## config.mk

```make
export PLATFORM = sky130hd
export DESIGN_NAME = waveform_generator
export DESIGN_NICKNAME = d
export VERILOG_FILES = /design/src/rtl/waveform_pkg.sv /design/src/rtl/waveform_sat_step.sv /design/src/rtl/waveform_generator.sv
export SDC_FILE = /design/constraint.sdc
export NUM_CORES = 1
export LEC_CHECK = 0
export BUFFER_PORTS_ARGS = -buffer_cell sky130_fd_sc_hd__buf_2
export CAP_MARGIN = 10
export CELL_PAD_IN_SITES_DETAIL_PLACEMENT = 0
export CELL_PAD_IN_SITES_GLOBAL_PLACEMENT = 1
export CORE_UTILIZATION = 51
export DETAILED_ROUTE_END_ITERATION = 8
export PLACE_DENSITY = 0.88
export SLEW_MARGIN = 20
export SYNTH_ARGS = -nofsm -noshare
export SYNTH_HDL_FRONTEND = slang
export SYNTH_HIERARCHICAL = 1
export SYNTH_SLANG_ARGS = --single-unit
```

## constraint.sdc

```tcl
create_clock -name clk -period 11.2 [get_ports clk]
set_input_delay 2.24 -clock clk [delete_from_list [all_inputs] [get_ports clk]]
set_output_delay 2.24 -clock clk [all_outputs]
set_load 0.1 [all_outputs]
```

## src/rtl/waveform_pkg.sv

```systemverilog
// -----------------------------------------------------------------------------
// waveform_pkg
// Shared types and reset-default configuration for the programmable waveform
// generator.
//   mode_t : waveform shape selected by cfg_mode
//   dir_t  : ramp direction / square phase reported on the dir output
// The reset-default constants make the generator run the classic full-scale
// triangle (step 1, lo 0, hi all-ones) without any configuration.
// -----------------------------------------------------------------------------
package waveform_pkg;

   typedef enum logic [1:0] {
      TRIANGLE = 2'd0,
      SAW_UP   = 2'd1,
      SAW_DOWN = 2'd2,
      SQUARE   = 2'd3
   } mode_t;

   typedef enum logic {
      DOWN = 1'b0,
      UP   = 1'b1
   } dir_t;

   localparam mode_t       RST_MODE = TRIANGLE;
   localparam dir_t        RST_DIR  = UP;
   localparam int unsigned RST_STEP = 1;
   localparam int unsigned RST_LO   = 0;
   // hi resets to all-ones; width depends on N, so it is built in the top.

   // Every 2-bit code is legal; anything not explicitly listed is a triangle.
   function automatic mode_t decode_mode(input logic [1:0] code);
      mode_t m;
      case (code)
         2'd1:    m = SAW_UP;
         2'd2:    m = SAW_DOWN;
         2'd3:    m = SQUARE;
         default: m = TRIANGLE;
      endcase
      return m;
   endfunction

endpackage

```

## src/rtl/waveform_sat_step.sv

```systemverilog
// -----------------------------------------------------------------------------
// sat_step
// Combinational bounded step used by all ramp modes.
//   a        : current sample
//   step     : unsigned step size
//   lo, hi   : inclusive bounds
//   sub      : nominal direction of the move (1 = towards lo, 0 = towards hi)
//   y        : next sample, clamped into [lo, hi]
//   at_limit : a already sits on the bound it is moving towards
// When at_limit is set the move is reflected (bounce off the bound), which is
// exactly the turnaround value a triangle needs; saw modes ignore y in that
// case and jump to the opposite bound instead.
// Sums and differences are N+1 bits wide so an N-bit overflow/borrow is
// caught and saturated instead of wrapping.
// -----------------------------------------------------------------------------
module sat_step #(
   parameter int N = 8
) (
   input  logic [N-1:0] a,
   input  logic [N-1:0] step,
   input  logic [N-1:0] lo,
   input  logic [N-1:0] hi,
   input  logic         sub,
   output logic [N-1:0] y,
   output logic         at_limit
);

   logic [N:0] sum;
   logic [N:0] diff;
   logic       move_down;

   assign at_limit  = sub ? (a == lo) : (a == hi);
   assign move_down = sub ^ at_limit;

   assign sum  = {1'b0, a} + {1'b0, step};
   assign diff = {1'b0, a} - {1'b0, step};

   always_comb begin
      if (move_down) begin
         // diff[N] is the borrow: the true result went below zero.
         if (diff[N] || (diff[N-1:0] <= lo)) begin
            y = lo;
         end else begin
            y = diff[N-1:0];
         end
      end else begin
         if (sum >= {1'b0, hi}) begin
            y = hi;
         end else begin
            y = sum[N-1:0];
         end
      end
   end

endmodule

```

## src/rtl/waveform_generator.sv

```systemverilog
// -----------------------------------------------------------------------------
// waveform_generator
// Programmable periodic waveform source: triangle, sawtooth up, sawtooth down
// and square, with programmable step and inclusive lo/hi bounds.
// Ports:
//   clk      : system clock
//   rst      : asynchronous active-high reset
//   ena      : advance one step this cycle, hold otherwise
//   cfg_load : latch cfg_* and restart the waveform (wins over ena)
//   cfg_mode : 0 triangle, 1 saw up, 2 saw down, 3 square
//   cfg_step : unsigned increment per enabled cycle
//   cfg_lo   : lower bound (inclusive)
//   cfg_hi   : upper bound (inclusive)
//   out      : registered waveform sample
//   dir      : 1 counting up / square high, 0 counting down / square low
//   wrap     : one-cycle pulse, a new period started
//   cfg_err  : latched configuration error (lo >= hi)
// All outputs are registers; nothing combinational reaches an output.
// -----------------------------------------------------------------------------
module waveform_generator
   import waveform_pkg::*;
#(
   parameter int N = 8
) (
   input  logic         clk,
   input  logic         rst,
   input  logic         ena,
   input  logic         cfg_load,
   input  logic [1:0]   cfg_mode,
   input  logic [N-1:0] cfg_step,
   input  logic [N-1:0] cfg_lo,
   input  logic [N-1:0] cfg_hi,
   output logic [N-1:0] out,
   output logic         dir,
   output logic         wrap,
   output logic         cfg_err
);

   localparam logic [N-1:0] RST_STEP_N = N'(RST_STEP);
   localparam logic [N-1:0] RST_LO_N   = N'(RST_LO);
   localparam logic [N-1:0] RST_HI_N   = '1;

   mode_t        mode_q, mode_d;
   logic [N-1:0] step_q, step_d;
   logic [N-1:0] lo_q,   lo_d;
   logic [N-1:0] hi_q,   hi_d;
   logic [N-1:0] out_q,  out_d;
   dir_t         dir_q,  dir_d;
   logic         wrap_q, wrap_d;
   logic         err_q,  err_d;
   logic [N-1:0] acc_q,  acc_d;

   logic         sat_sub;
   logic [N-1:0] sat_y;
   logic         sat_lim;

   logic [N:0]   acc_sum;
   logic         sq_high;
   logic         sq_next_high;

   // Nominal move direction for the shared stepper. Square mode does not use
   // the stepper, so its value there is irrelevant.
   always_comb begin
      case (mode_q)
         SAW_UP:   sat_sub = 1'b0;
         SAW_DOWN: sat_sub = 1'b1;
         default:  sat_sub = (dir_q == DOWN);
      endcase
   end

   sat_step #(.N(N)) u_sat_step (
      .a        (out_q),
      .step     (step_q),
      .lo       (lo_q),
      .hi       (hi_q),
      .sub      (sat_sub),
      .y        (sat_y),
      .at_limit (sat_lim)
   );

   // Square phase is taken from the sample itself rather than from dir: right
   // after cfg_load dir reads 1 while out sits at lo, and the first enabled
   // edge must settle dir to the low phase.
   assign acc_sum      = {1'b0, acc_q} + {1'b0, step_q};
   assign sq_high      = (out_q == hi_q);
   assign sq_next_high = acc_sum[N] ? !sq_high : sq_high;

   always_comb begin
      mode_d = mode_q;
      step_d = step_q;
      lo_d   = lo_q;
      hi_d   = hi_q;
      out_d  = out_q;
      dir_d  = dir_q;
      acc_d  = acc_q;
      err_d  = err_q;
      wrap_d = 1'b0;

      if (cfg_load) begin
         mode_d = decode_mode(cfg_mode);
         step_d = cfg_step;
         lo_d   = cfg_lo;
         hi_d   = cfg_hi;
         out_d  = cfg_lo;
         dir_d  = UP;
         acc_d  = '0;
         err_d  = (cfg_lo >= cfg_hi);
      end else if (ena && !err_q && (step_q != '0)) begin
         // A zero step freezes every mode, including the saw-down restart
         // jump, so no wrap can ever fire with step=0.
         case (mode_q)
            SAW_UP: begin
               dir_d = UP;
               if (sat_lim) begin
                  out_d  = lo_q;
                  wrap_d = 1'b1;
               end else begin
                  out_d = sat_y;
               end
            end
            SAW_DOWN: begin
               dir_d = DOWN;
               if (sat_lim) begin
                  out_d  = hi_q;
                  wrap_d = 1'b1;
               end else begin
                  out_d = sat_y;
               end
            end
            SQUARE: begin
               acc_d  = acc_sum[N-1:0];
               dir_d  = sq_next_high ? UP : DOWN;
               out_d  = sq_next_high ? hi_q : lo_q;
               wrap_d = acc_sum[N] && !sq_high;
            end
            default: begin
               // Triangle: sat_step already reflects off the bound, so only
               // the direction flip and the wrap at the bottom are added here.
               out_d = sat_y;
               if (sat_lim) begin
                  dir_d  = (dir_q == UP) ? DOWN : UP;
                  wrap_d = (dir_q == DOWN);
               end
            end
         endcase
      end
   end

   always_ff @(posedge clk or posedge rst) begin
      if (rst) begin
         mode_q <= RST_MODE;
         step_q <= RST_STEP_N;
         lo_q   <= RST_LO_N;
         hi_q   <= RST_HI_N;
         out_q  <= '0;
         dir_q  <= RST_DIR;
         wrap_q <= 1'b0;
         err_q  <= 1'b0;
         acc_q  <= '0;
      end else begin
         mode_q <= mode_d;
         step_q <= step_d;
         lo_q   <= lo_d;
         hi_q   <= hi_d;
         out_q  <= out_d;
         dir_q  <= dir_d;
         wrap_q <= wrap_d;
         err_q  <= err_d;
         acc_q  <= acc_d;
      end
   end

   assign out     = out_q;
   assign dir     = dir_q;
   assign wrap    = wrap_q;
   assign cfg_err = err_q;

endmodule

```

After elaboration in Yosys (flattened, before gate mapping)
Cells that the tools add are included.

Register bits after elaboration: 45. Input bits: 30. Output and inout port bits: 11. Word-level logic and storage cells: 65.

Add/sub/neg operators: 3. $lt $le $gt $ge: 3. Equality and inequality tests: 8. Multiplexer cells: 27. Bitwise operators: 2. Reductions and logical operators: 13.

Operator list (count): $mux 8 (11); $pmux 8 s3 (1); $add 8x8->9 (2); $eq 8x8->1 (2); $mux 1 (11); $ge 9x8->1 (1); $sub 8x8->9 (1); $eq 2x2->1 const B (4); $ge 8x8->1 (1); $le 8x8->1 (1); $reduce_bool 8->1 (1); $pmux 2 s3 (1); $reduce_bool 5->1 (1); $eq 2x1->1 const B (2); $pmux 1 s2 (2); $reduce_and 2->1 (2); $reduce_bool 2->1 (2); $logic_and 1x1->1 (3); $pmux 1 s3 (1); $logic_not 1->1 (2); $reduce_or 2->1 (1); $logic_or 1x1->1 (1); $not 1->1 (1); $xor 1x1->1 (1).

Logic depth before layout (Yosys ltp)
Word-level depth: 9. Depth in mapped cells: 21. Mapped depth without buffers: 20.

Hierarchy
Netlist, hierarchy kept.

Modules (own cells, without submodules): waveform_generator (instances 1, cells each 295, area each 2961.6 µm²); sat_step (instances 1, cells each 201, area each 1595.3 µm²).

Worst setup path after synthesis
OpenSTA, ideal clock, no wires.

Kind: register to register. From: register out_q[1] (netlist: out[1]). To: register out_q[0] (netlist: out[0]). Library setup time: 0.131 ns. Arrival: 4.641 ns. Data required time: 11.069 ns. Setup slack: 6.428 ns. Stages on the path, launching flop included: 20. Period minus slack after synthesis: 4.772 ns. Cell sequence: dfrtp_1 -> ha_1 -> nor2b_1 -> o2111ai_1 -> nand3_1 -> o41ai_1 -> xnor2_1 -> ha_1 -> nand2_1 -> o21ai_0 -> a211oi_1 -> or4_4 -> buf_6 -> mux2i_1 -> a211oi_2 -> mux2_1 -> a222oi_1 -> o21ai_1 -> mux2i_1 -> o21ai_1.

Word-level cells in the longest chain between the ends: 9. Elaborated cells on any way between the ends: 20. Those cells by class: 2 x add/sub; 2 x order compare; 2 x eq/ne; 11 x mux; 1 x bitwise; 2 x reduce/logical.

Ends and longest elaborated chain: start, declared (RTL line waveform_generator.sv:47) `logic [N-1:0] out_q, out_d;`; start signal, assigned (RTL line waveform_generator.sv:165) `out_q <= out_d;`; $sub 8x8->9 (RTL line waveform_sat_step.sv:36) `assign diff = {1'b0, a} - {1'b0, step};`; $le 8x8->1 (RTL line waveform_sat_step.sv:41) `if (diff[N] || (diff[N-1:0] <= lo)) begin`; $logic_or 1x1->1 (RTL line waveform_sat_step.sv:41); $mux 8 (RTL line waveform_sat_step.sv:41); $mux 8 * (RTL line waveform_sat_step.sv:39) `if (move_down) begin`; net sat_y[0] (RTL line waveform_generator.sv:54) `logic [N-1:0] sat_y;`; $mux 8 (on tied branches) (RTL line waveform_generator.sv:123, waveform_generator.sv:114); $pmux 8 s3 * (RTL line waveform_generator.sv:111) `case (mode_q)`; $mux 8 * (RTL line waveform_generator.sv:108) `end else if (ena && !err_q && (step_q != '0)) begin`; $mux 8 * (RTL line waveform_generator.sv:99) `if (cfg_load) begin`.

Mark *: on every way through the listed nets, which the timed path passes. The rest lies on a longest branch. The select of a mux whose other input is x is not followed. A chain may end at the register's enable or synchronous reset.

Worst setup path after layout
From: register out_q[1] (netlist: out[1]). To: register out_q[7] (netlist: out[7]).

Same word-level chain as after synthesis.

==> results_dict.tcl <==
set metrics [dict create \
    critPathLaunch "out[1]$_DFFE_PP0P_" \
    report.final.hold_viol_count 0 \
    cts_hold_buf 0 \
    dieArea_um2 9320 \
    ant_nets 0 \
    cts_tree "built" \
    worstPathMaxFanout 9 \
    period_share_pct 44.1 \
    leakage_nw 2.35 \
    reg2reg_slack_ns 6.26 \
    setup_viol 0 \
    period_minus_slack_ns 4.94 \
    num_vias 3716 \
    dieWidth_um 96.5 \
    yosys_warnings 6 \
    final_area_um2 4880 \
    rows 34 \
    gr-usage-all-layers_pct 25.2 \
    cts_post_setup_buffers_inserted 0 \
    hold_path_class "reg -> reg" \
    syn_inst 496 \
    cts_resized 0 \
    antenna_found_initial 0 \
    fin_setup_tns_ns 0 \
    r2r_cells 18 \
    crit_slowest_cell "dfrtp_1" \
    io_buffers 40 \
    clockBufferDepth 2 \
    crit_end "out[7]$_DFFE_PP0P_" \
    hold_ws_ns 0.525 \
    cpPeakStageDelay_ns 0.62 \
    insertion_delay_ns 0.30 \
    initial_utilization_pct 52.5 \
    synth_area_um2 4560 \
    vdd_drop_max_v 0.0000717 \
    synth_ff_type "dfrtp_1" \
    rr_endpoint "out[7]$_DFFE_PP0P_" \
    synth_edf_count 0 \
    synth-seq-area-share_pct 25.0 \
    fin_skew_ns 0.00225 \
    dr.pass1.iters 6 \
    syn_area_per_cell_um2 9.19 \
    htree_num_levels 2 \
    numCtsBuffers 5 \
    slew_headroom_pct 32.5 \
    grt_pass1_wl_um 17700 \
    placed_area_um2 4760 \
    r2r-start "out[1]$_DFFE_PP0P_" \
    overflow 0 \
    critPathRequiredTime_ns 11.35 \
    drt_iter0_markers 224 \
    diodes 0 \
    grt_pass1_vias 3500 \
    path_common_cell "mux2i_1" \
    critical_path.endpoint_type "flop" \
    outcome "complete, no violations" \
    async_flop_share_pct 100 \
    clock-sinks 45 \
    drt-total-wl_um 11100 \
    syn_nets 582 \
    io_pins 41 \
    crit_type "reg -> reg" \
    drv_slew 0 \
    core_area_um2 8680 \
    clkTransAtPathRegs_ns 0.08 \
    fmax_mhz 202 \
    syn_to_final_growth_pct 7.06 \
    yosysUniqueCellTypes 60 \
    worstMarginPinSlew_ns 1.01 \
    dp_hpwl_um 8500 \
    wl_per_cell_um 17.5 \
    cp.arrival_ns 5.09 \
    p_per_area_nw_per_um2 164 \
    synth_seq_cells 45 \
    place_congestion 0.877 \
    rsz0062_at_grt "false" \
    post-route-drc-count 0 \
    fp.dieH_um 96.5 \
    final_nets 608 \
    grt_start_max_net_pins 60 \
    drive_gt1_share_pct 20.7 \
    drv_cap 0 \
    cp_cell_sequence "ha_1, nor2b_1, o2111ai_1, nand3_1, o41ai_1, xnor2_1, ha_1, nand2_1, o21ai_0, a211oi_1, or4_4, mux2i_1, mux2i_1, mux2_2, a222oi_1, o21ai_1, mux2i_1, o21ai_1" \
    vias_per_cell 5.89 \
    cts_root_buffer "clkbuf_8" \
    critPathLaunchType "flop" \
]
## worst min-delay path by stage
stage	from	to	slack, ns	cells past startpoint
floorplan	acc_q[4]$_DFFE_PP0P_	acc_q[4]$_DFFE_PP0P_	0.49	2
global placement	acc_q[2]$_DFFE_PP0P_	acc_q[2]$_DFFE_PP0P_	0.51	2
detailed placement	acc_q[3]$_DFFE_PP0P_	acc_q[3]$_DFFE_PP0P_	0.52	2
CTS	acc_q[3]$_DFFE_PP0P_	acc_q[3]$_DFFE_PP0P_	0.53	2
global route	acc_q[3]$_DFFE_PP0P_	acc_q[3]$_DFFE_PP0P_	0.56	2
finish	acc_q[3]$_DFFE_PP0P_	acc_q[3]$_DFFE_PP0P_	0.53	2
## kinds of logic (layout without fill, tap and decap cells)
group	Yosys count	in the layout	synth area share, %
XOR/XNOR	31	31	6.37
multiplexers	79	79	19.0
AO/OA/AOI/OAI	105	105	15.3
adder cells (fa/ha/maj)	56	56	15.9
flip-flops	45	45	25.0
AND/OR/NAND/NOR	101	101	10.5
buffers and inverters	79	106	7.88
## worst max-delay path: cells and delay by family (launching register included)
| kind | cells | cell delay (ns) |
|---|---|---|
| compound gates | 7 | 1.40 |
| flops | 1 | 0.62 |
| xor+xnor | 1 | 0.16 |
| fa+ha+maj | 2 | 0.68 |
| mux | 4 | 0.95 |
| simple gates | 4 | 0.98 |
## per-stage QoR
stage	utilization [%]	power (W)	instances	worst slack (ns)
after floorplan	-	0.000576	496	6.43
after global placement	54.9	0.000654	623	6.53
after detailed placement	54.9	0.000666	623	6.44
after CTS	56.2	0.000795	631	6.36
after global routing	56.2	0.000850	631	6.00
final	56.2	0.000798	631	6.26
## report_power, final
group | internal, W | total [W] | switching, W | leakage (nW)
Clock | 0.0000728 | 0.000128 | 0.0000554 | 0.0585
Sequential | 0.000180 | 0.000213 | 0.0000332 | 0.543
Combinational | 0.000199 | 0.000457 | 0.000257 | 1.74
## area by class of cell
class	count	area [um2]
clock inverter	1	30.0
fill	810	3800
inverter	55	206
timing repair buffer	43	223
sequential	45	1140
multi-input combinational	372	3060
tap	108	135
clock buffer	7	86.3
## sequential cells by signal (all words and copies together) (netlist names)
| register | count |
|---|---|
| acc_q | 8 |
| hi_q | 8 |
| lo_q | 8 |
| out | 8 |
| step_q | 8 |
| mode_q | 2 |
| cfg_err | 1 |
| dir | 1 |
| wrap | 1 |
## layer usage
| layer | up-vias | GRT usage, % | part of all wire [%] |
|---|---|---|---|
| met5 | - | 0 | 0 |
| met3 | 18 | 2.11 | 3.5 |
| met2 | 90 | 40.4 | 46 |
| li1 | 1802 | - | - |
| met1 | 1806 | 36.0 | 48 |
| met4 | 0 | 7.60 | 2.0 |
## cell usage in the layout (no fill, tap or decap), types with 12 or more instances in the layout
cell type / n
a21oi_1: 22
o21ai_0: 17
xor2_1: 12
nor2_1: 21
buf_2: 40
mux2_2: 30
nand2_1: 41
mux2i_1: 40
xnor2_1: 18
dfrtp_1: 35
inv_1: 53
o21ai_1: 17
ha_1: 53
## cell usage after synthesis (3+ instances only)
cell type / count / area (um2)
fa_1: 3 / 60.1
a211oi_1: 6 / 45.0
buf_6: 4 / 45.0
xor2_1: 12 / 105
mux2_4: 7 / 105
nor4_1: 7 / 43.8
nor2_1: 21 / 78.8
o21ai_0: 18 / 90.1
ha_1: 53 / 663
mux2i_1: 40 / 400
nand3_1: 8 / 40.0
nor2b_1: 6 / 37.5
o21ai_1: 16 / 80.1
a21oi_2: 3 / 26.3
a222oi_1: 8 / 80.1
nand2_1: 41 / 154
clkbuf_1: 9 / 33.8
a21o_1: 6 / 45.0
dfrtp_1: 35 / 876
buf_1: 3 / 11.3
buf_2: 4 / 20.0
a21oi_1: 22 / 110
mux2_2: 30 / 338
dfstp_2: 10 / 263
buf_4: 3 / 22.5
xnor2_1: 18 / 158
inv_1: 54 / 203
nand2b_1: 5 / 31.3
nor3b_1: 4 / 30.0
(Power assumes the default switching activity.)
